File: src/rtl/mac_q4_12_dot_if.sv
// Operand/result bundle for the serial Q4.12 dot-product MAC.
// The master drives operands and start; the slave (the MAC) returns handshake and result.
interface mac_q4_12_dot_if;
    logic        start;
    logic [31:0] bias_q8_24;
    logic        in_valid;
    logic        in_ready;
    logic [15:0] a_q4_12;
    logic [15:0] b_q4_12;
    logic [31:0] acc_q8_24;
    logic        out_valid;
    logic        busy;

    modport master (
        output start, bias_q8_24, in_valid, a_q4_12, b_q4_12,
        input  in_ready, acc_q8_24, out_valid, busy
    );

    modport slave (
        input  start, bias_q8_24, in_valid, a_q4_12, b_q4_12,
        output in_ready, acc_q8_24, out_valid, busy
    );
endinterface

File: src/rtl/mac_q4_12_dot.sv
// Serial multiply-accumulate for one LSTM gate: bias + sum(a[i]*b[i]) over VEC_LEN Q4.12 pairs,
// accumulated at full width and saturated to a Q8.24 result with a one-cycle valid strobe.
module mac_q4_12_dot #(
    parameter int VEC_LEN = 16,
    parameter int ACC_W   = 40
) (
    input logic             clk,
    input logic             rst_n,
    mac_q4_12_dot_if.slave  bus
);
    typedef enum logic [1:0] {IDLE, ACCUM, DRAIN, OUT} state_t;

    localparam int CNT_W = $clog2(VEC_LEN + 1);
    localparam logic signed [ACC_W-1:0] MAX_POS = {{(ACC_W-32){1'b0}}, 32'h7FFF_FFFF};
    localparam logic signed [ACC_W-1:0] MIN_NEG = {{(ACC_W-32){1'b1}}, 32'h8000_0000};

    state_t                  state_q, state_d;
    logic [CNT_W-1:0]        count_q, count_d;
    logic signed [ACC_W-1:0] acc_q, acc_d;
    logic signed [31:0]      prod_q, prod_d;
    logic                    prod_vld_q, prod_vld_d;
    logic [31:0]             result_q, result_d;
    logic                    accept;

    assign accept        = bus.in_valid && (state_q == ACCUM);
    assign bus.in_ready  = (state_q == ACCUM);
    assign bus.busy      = (state_q != IDLE);
    assign bus.out_valid = (state_q == OUT);
    assign bus.acc_q8_24 = result_q;

    always_ff @(posedge clk or negedge rst_n) begin
        if (!rst_n) begin
            state_q    <= IDLE;
            count_q    <= '0;
            acc_q      <= '0;
            prod_q     <= '0;
            prod_vld_q <= 1'b0;
            result_q   <= '0;
        end else begin
            state_q    <= state_d;
            count_q    <= count_d;
            acc_q      <= acc_d;
            prod_q     <= prod_d;
            prod_vld_q <= prod_vld_d;
            result_q   <= result_d;
        end
    end

    // DRAIN is left only once the product register is empty, so the clamp sees the final sum.
    always_comb begin
        state_d    = state_q;
        count_d    = count_q;
        acc_d      = acc_q;
        prod_d     = prod_q;
        prod_vld_d = accept;
        result_d   = result_q;

        if (prod_vld_q) begin
            acc_d = acc_q + {{(ACC_W-32){prod_q[31]}}, prod_q};
        end
        if (accept) begin
            prod_d = $signed(bus.a_q4_12) * $signed(bus.b_q4_12);
        end

        case (state_q)
            IDLE: begin
                if (bus.start) begin
                    state_d = ACCUM;
                    acc_d   = {{(ACC_W-32){bus.bias_q8_24[31]}}, bus.bias_q8_24};
                    count_d = '0;
                end
            end
            ACCUM: begin
                if (accept) begin
                    count_d = count_q + CNT_W'(1);
                    if (count_q == CNT_W'(VEC_LEN - 1)) begin
                        state_d = DRAIN;
                    end
                end
            end
            DRAIN: begin
                if (!prod_vld_q) begin
                    state_d = OUT;
                    if (acc_q > MAX_POS) begin
                        result_d = 32'h7FFF_FFFF;
                    end else if (acc_q < MIN_NEG) begin
                        result_d = 32'h8000_0000;
                    end else begin
                        result_d = acc_q[31:0];
                    end
                end
            end
            OUT: begin
                state_d = IDLE;
            end
            default: begin
                state_d = IDLE;
            end
        endcase
    end
endmodule

File: src/flat_wrapper.sv
// flat-port wrapper written by rule: the top's interface ports become plain ports
module mac_q4_12_dot_flat 
#(
    parameter int VEC_LEN = 16,
    parameter int ACC_W   = 40
)
  (clk, rst_n, bus_start, bus_bias_q8_24, bus_in_valid, bus_a_q4_12, bus_b_q4_12, bus_in_ready, bus_acc_q8_24, bus_out_valid, bus_busy);
  mac_q4_12_dot_if bus_i ();
  input logic clk;
  input logic rst_n;
  input wire logic [$bits(bus_i.start)-1:0] bus_start;
  input wire logic [$bits(bus_i.bias_q8_24)-1:0] bus_bias_q8_24;
  input wire logic [$bits(bus_i.in_valid)-1:0] bus_in_valid;
  input wire logic [$bits(bus_i.a_q4_12)-1:0] bus_a_q4_12;
  input wire logic [$bits(bus_i.b_q4_12)-1:0] bus_b_q4_12;
  output wire logic [$bits(bus_i.in_ready)-1:0] bus_in_ready;
  output wire logic [$bits(bus_i.acc_q8_24)-1:0] bus_acc_q8_24;
  output wire logic [$bits(bus_i.out_valid)-1:0] bus_out_valid;
  output wire logic [$bits(bus_i.busy)-1:0] bus_busy;
  assign bus_i.start = bus_start;
  assign bus_i.bias_q8_24 = bus_bias_q8_24;
  assign bus_i.in_valid = bus_in_valid;
  assign bus_i.a_q4_12 = bus_a_q4_12;
  assign bus_i.b_q4_12 = bus_b_q4_12;
  assign bus_in_ready = bus_i.in_ready;
  assign bus_acc_q8_24 = bus_i.acc_q8_24;
  assign bus_out_valid = bus_i.out_valid;
  assign bus_busy = bus_i.busy;
  mac_q4_12_dot #(.VEC_LEN(VEC_LEN), .ACC_W(ACC_W)) u_core (.clk(clk), .rst_n(rst_n), .bus(bus_i));
endmodule
File: config.mk
export PLATFORM = sky130hd
export DESIGN_NAME = mac_q4_12_dot_flat
export DESIGN_NICKNAME = d
export VERILOG_FILES = /design/src/rtl/mac_q4_12_dot_if.sv /design/src/rtl/mac_q4_12_dot.sv /design/src/flat_wrapper.sv
export SDC_FILE = /design/constraint.sdc
export NUM_CORES = 1
export LEC_CHECK = 0
export CAP_MARGIN = 20
export CORE_ASPECT_RATIO = 1.5
export CORE_MARGIN = 2
export CORE_UTILIZATION = 40
export DETAILED_ROUTE_END_ITERATION = 10
export GPL_TIMING_DRIVEN = 1
export PLACE_DENSITY = 0.66
export RECOVER_POWER = 100
export SYNTH_ARGS = -nofsm -noshare
export SYNTH_HDL_FRONTEND = slang
export SYNTH_SLANG_ARGS = --single-unit
File: constraint.sdc
create_clock -name clk -period 3 [get_ports clk]
set_input_delay 0.3 -clock clk [delete_from_list [all_inputs] [get_ports clk]]
set_output_delay 0.3 -clock clk [all_outputs]
set_load 0.01 [all_outputs]
# ---- After elaboration in Yosys (flattened, before gate mapping)
# Cells that the tools add are included.
dict set report totals {
  regBits 112
  elab_cells 40
}
dict set report op_classes {
  mul 1
  bitwise_logic 1
  n_reduce_logical 7
  add_sub_neg 2
  n_mux 13
  n_eq_ne 8
  magnitude_cmp 2
}
# operator count
set ops {}
lappend ops {{$mux 40} 3}
lappend ops {{$mux 32} 2}
lappend ops {{$add 40x40->40} 1}
lappend ops {{$gt 40x32->1 const B} 1}
lappend ops {{$lt 40x32->1 const B} 1}
lappend ops {{$mul 16x16->32} 1}
lappend ops {{$mux 5} 2}
lappend ops {{$pmux 5 s2} 1}
lappend ops {{$mux 2} 4}
lappend ops {{$pmux 2 s4} 1}
lappend ops {{$add 5x1->5 const B} 1}
lappend ops {{$eq 5x4->1 const B} 1}
lappend ops {{$eq 2x2->1 const B} 2}
lappend ops {{$ne 2x1->1 const B} 2}
lappend ops {{$ne 2x2->1 const B} 2}
lappend ops {{$reduce_and 4->1} 1}
lappend ops {{$reduce_bool 2->1} 2}
lappend ops {{$reduce_and 3->1} 1}
lappend ops {{$eq 2x1->1 const B} 1}
lappend ops {{$logic_not 2->1} 1}
lappend ops {{$reduce_and 2->1} 1}
lappend ops {{$logic_and 1x1->1} 1}
lappend ops {{$not 1->1} 1}

# ---- Depth between registers and ports, before layout
# Gate-level depths: netlist (run 1).
dict set report depth {
  word_depth 4
  depth_mapped 26
}

# ---- Worst setup path after synthesis (run 1)
# No wires, ideal clock.
dict set report synth_timing {
  path_kind {input to register}
  from {input port bus_b_q4_12[15]}
  to {register u_core.prod_q[30]}
  slack_ps -3137
  t_required_ps 2868
  t_arrival_ps 6005
  stages 22
  cell_sequence {inv_1 -> clkbuf_1 -> nor2_1 -> fa_1 -> fa_1 -> fa_1 -> fa_1 -> fa_1 -> inv_1 -> fa_1 -> inv_1 -> ha_1 -> a21o_1 -> a21o_1 -> a21oi_1 -> o21ai_0 -> or3_1 -> o21a_1 -> a211o_1 -> o21ba_2 -> xnor2_1 -> o21ai_1}
}
dict set report synth_via {
  elab_chain_len 1
}
# element line_no
set synth_rtl {}
lappend synth_rtl {{start: declaration} flat_wrapper.sv:15} ;# input wire logic [$bits(bus_i.b_q4_12)-1:0] bus_b_q4_12;
lappend synth_rtl {{$mul 16x16->32} mac_q4_12_dot.sv:62} ;# prod_d = $signed(bus.a_q4_12) * $signed(bus.b_q4_12);
lappend synth_rtl {{end signal: assignment} mac_q4_12_dot.sv:43} ;# prod_q <= prod_d;
lappend synth_rtl {{end: declaration} mac_q4_12_dot.sv:20} ;# logic signed [31:0] prod_q, prod_d;
# No other way between the ends.
# A chain may end at the register's enable or synchronous reset.

# ---- Worst setup path after layout (run 1)
dict set report layout_timing {
  from {input port bus_b_q4_12[4]}
  to {register u_core.prod_q[29]}
}
# Same word-level chain as after synthesis.

==> results of run 1 <==
==> state kept, by name, summed over array words and instances (netlist names) <==
signal / flops
u_core.prod_q: 32
u_core.acc_q: 40
u_core.state_q: 2
u_core.prod_vld_q: 1
u_core.count_q: 5
u_core.bus.acc_q8_24: 32
==> timing repair <==
action | in CTS | in global routing
gates resized for setup | 291 | 156
endpoints found under the setup margin | 36 | 43
pin swaps | 129 | 144
hold buffers | 1 | 0
hold endpoints to repair | 30 | 0
setup buffers | 43 | 25
gates cloned | 4 | 0
==> cells in the final DEF (no fill, tap or decap), drive strengths merged, types with 11 or more instances in the layout <==
cell type,Yosys,routed
nor3,14,14
nand2b,11,11
nand3,13,13
dlygate4sd3,0,36
inv,324,328
clkbuf,66,30
mux2i,20,20
buf,7,301
o21bai,11,11
xnor2,39,39
a211oi,13,13
ha,127,127
fa,263,263
nand2,258,258
and2,120,120
a21o,32,32
xor2,28,28
clkdlybuf4s50,0,35
dfrtp,112,112
a21oi,131,131
nor2,95,95
o21ai,86,86
==> cell type report <==
| type | count | area [sq um] |
|---|---|---|
| clock buffer | 9 | 225 |
| clock inverter | 7 | 60.1 |
| fill | 3682 | 19100 |
| inverter | 324 | 1220 |
| multi-input combinational | 1372 | 13500 |
| sequential | 112 | 2800 |
| tap | 558 | 698 |
| timing repair buffer | 393 | 3490 |
==> logic make-up (layout without fill, tap and decap cells) <==
| logic type | count (synthesis) | in the layout |
|---|---|---|
| xor gates and xnor gates | 67 | 67 |
| muxes | 24 | 24 |
| and+or+nand+nor | 562 | 562 |
| buffers and inverters | 397 | 733 |
| adders and majority gates | 390 | 390 |
| DFF | 112 | 112 |
| AOI/OAI and AO/OA | 329 | 329 |
==> metal layers <==
layer  vias up  part of all wire [%]
met5         -                     0
met4         0                   4.4
met3       100                   2.4
met2       287                    55
met1      6856                    38
li1       6623                     -
==> path summary, 6_finish.rpt <==
| kind | end | slack (ns) | cells after the start | from |
|---|---|---|---|---|
| setup reg to reg | u_core.acc_q[38]$_DFF_PN0_ | -0.38 | 13 | u_core.prod_q[0]$_DFFE_PN0P_ |
| hold reg to reg | u_core.prod_q[5]$_DFFE_PN0P_ | 0.50 | 2 | u_core.prod_q[5]$_DFFE_PN0P_ |
| max in group asynchronous | u_core.prod_vld_q$_DFF_PN0_ | 0.33 | 3 | rst_n |
| setup / recovery | u_core.prod_q[29]$_DFFE_PN0P_ | -2.58 | 23 | bus_b_q4_12[4] |
| hold / removal | u_core.acc_q[9]$_DFF_PN0_ | 0.49 | 3 | bus_bias_q8_24[9] |
| min in group asynchronous | u_core.bus.acc_q8_24[9]$_DFFE_PN0P_ | 0.93 | 2 | rst_n |
==> per-stage QoR <==
stage / hold slack (ns) / TNS (ns) / cells / cell area (sq um)
3_5_place_dp: 0.269 / -77.55 / 2697 / 20300
2_1_floorplan: 0.00441 / -48.88 / 1881 / 17300
4_1_cts: 0.418 / -53.87 / 2761 / 21600
3_3_place_gp: 0.262 / -75.12 / 2697 / 20300
5_1_grt: 0.527 / -66.75 / 2775 / 22000
6_report: 0.491 / -54.26 / 2775 / 22000
==> worst max-delay path, cell delays in order <==
cell	delay, ns
sky130_fd_sc_hd__buf_4	0.14
sky130_fd_sc_hd__buf_12	0.14
sky130_fd_sc_hd__nand2_4	0.08
sky130_fd_sc_hd__inv_2	0.05
sky130_fd_sc_hd__fa_1	0.48
sky130_fd_sc_hd__fa_1	0.58
sky130_fd_sc_hd__fa_1	0.45
sky130_fd_sc_hd__fa_1	0.48
sky130_fd_sc_hd__fa_1	0.56
sky130_fd_sc_hd__inv_1	0.06
sky130_fd_sc_hd__fa_1	0.49
sky130_fd_sc_hd__inv_2	0.05
sky130_fd_sc_hd__ha_4	0.21
sky130_fd_sc_hd__buf_4	0.16
sky130_fd_sc_hd__and3_4	0.20
sky130_fd_sc_hd__a221o_1	0.31
sky130_fd_sc_hd__a21oi_2	0.24
sky130_fd_sc_hd__o311ai_4	0.15
sky130_fd_sc_hd__o211ai_1	0.19
sky130_fd_sc_hd__nand3_1	0.11
sky130_fd_sc_hd__a31oi_1	0.17
sky130_fd_sc_hd__xor2_1	0.16
sky130_fd_sc_hd__o21ai_1	0.08
==> synth_stat cells (all sizes together) (28+ instances only) <==
master,n
and2,120
xor2,28
inv,324
o21ai,86
ha,127
a21oi,131
xnor2,39
dfrtp,112
nor2,95
clkbuf,66
nand2,258
a21o,32
fa,263
==> results by stage, run 1 <==
Route:
- Dividing the detail-routed wire length by the instance count gives 16.2 um.
- The overall routed net length is around 45000 um.
- The detail route stage leaves a number of antenna-violating nets equal to 0.
- The residual DRC count is 0.
- The detailed-routing iteration count for the pre-antenna-repair pass is 5.
- The routed layout has 13900 vias.
- The iteration-0 DRC count of the detailed router is 530.
- The via density per instance is 5.00.

Timing:
- The smallest clock period supported by the final layout is computed as 5.58 ns.
- After layout, the worst setup slack is -2.58 ns.
- The number of max-slew violations in the final report is 33.
- Clock skew on the completed layout was measured at 0.00512 ns.
- The fmax is around 180 MHz.
- The headroom to the max-slew limit is -16.8%.
- The final critical path takes up 186% of the cycle.
- The final-report setup violation count is 37.
- The number of endpoints with negative hold slack in the final report is 0.
- Setup repair after global routing could not meet its margin everywhere.
- The actual transition at the worst max-transition pin is 1.75 ns.

Finish:
- For this run, the post-layout net count is between 2000 and 3000.
- The area added between synthesis and finish is 32.5%.
- 0 antenna diodes ended up in the layout.
- The proportion of layout cells with a drive suffix above 1 is 26.4%.
- At the end of the flow the core is filled with cells to 53.6%.

GRT:
- The total grt overflow is 0.
- The number of antenna violations at the first check in global routing is 0.
- The met1 capacity usage during global routing is about a quarter.
- Global routing used 41.6% of the available met2 tracks.
- Entering global routing, the biggest net connects 54 pins.
- The via count of the first global-routing pass is 15200.
- Across every metal layer, demand over resource in global routing totals 21.4%.
- The first global-routing pass estimated 74100 um of wire.
- Global routing used 1.39% of the available met3 tracks.
- In this run the most used layer during global routing was met2.

Critical path:
- STA puts the critical path data arrival time at 5.84 ns.
- Of all nets on the critical path, the largest fanout is 6.
- STA classifies the critical path startpoint as an input port.
- The worst path required time is 3.26 ns.
- The worst setup path is captured at a flop.
- The setup path with the least slack is of type in2reg.

Placed design:
- After legalization and detailed placement, the total HPWL measured 36000 um.
- Timing analysis after detailed placement gives a worst setup slack of -3.52 ns.
- Input and output buffers added on the ports amount to 102.
- The final weighted congestion in routability-driven placement is 0.910.

Clocking:
- TritonCTS built the clock tree.
- The H-tree was split into 3 levels.
- In this run, CTS created clock tree buffers numbering 9.
- After clock tree synthesis, the clock-pin slew on the worst setup and hold paths is 0.08 ns.
- CTS placed an instance of sky130_fd_sc_hd__clkbuf_16 at the clock tree root.
- The number of buffers on the longest clock path is 2.
- Counting every sink on the clock net gives 112.
- The worst-skew pair later-pin latency is 0.37 ns.

Die:
- The area of the core is 41100 sq um.
- The initial core utilization is 40.5%.
- The die is 171 um wide.
- The cell row count is 91.
- The die covers 43300 sq um.
- The number of top-level pins is slightly above 100.
- The die is approximately 250 um tall.

Run:
- Max-cap violations in this run came to 1.

Synthesis:
- The area share of the leading cell type in the synthesized netlist is 31.6%.
- Averaged over all synthesized cells, the footprint is 8.85 sq um.
- Of the total synthesized cell area, the portion taken by full adders, half adders and majority gates is just over 40%.
- The biggest area contributor in the post-synthesis netlist is sky130_fd_sc_hd__fa_1.
- The number of synthesized flops with an enable pin is 0.
- The dominant combinational cell family by area after synthesis is adder cells.
- The multiplexer share of the synthesized area is 1.47%.
- Yosys printed 0 warnings.
- The sequential share of the synthesized area is 16.8%.
- The share of synthesized flip-flops with an asynchronous set or reset is 100%.
- The instance count of the mapped netlist is 1881.
- The most used flip-flop cell after synthesis is sky130_fd_sc_hd__dfrtp_1.
- The flop and latch count out of synthesis is 112.
- Summing the areas of all xor and xnor instances in the mapped netlist gives 3.53% of the synthesized area.
- Sorting the synthesized cells by area gives the leading types as sky130_fd_sc_hd__fa_1 32%, sky130_fd_sc_hd__dfrtp_1 17%, sky130_fd_sc_hd__ha_1 9.5%.
- The synthesized-area fraction occupied by and/or/nand/nor cells is 16.0%.
- The area fraction in compound gates after synthesis is 12.0%.
- Summing every instance area after synthesis gives 16600 sq um.
- The count of cell types in the netlist is 69.
- When the netlist entered floorplanning its net count stood at 2339.

Run status:
- The checks that failed: capacitance limit, slew limit, setup timing.
- The run finished, with violations left.

Hold path:
- The min-delay analysis places its worst path in the category in2reg.
Power of run 1 is not shown: default switching activity piles up to over one toggle a cycle in this logic, so the estimate is an artifact.
==> run 2, diff against run 1 <==
- HOLD_SLACK_MARGIN: default -> 0.15
==> results of run 2 <==
Same layout as run 1: the final DEF is identical, and so are final timing and power.
Power of run 2 is left out for the same reason.
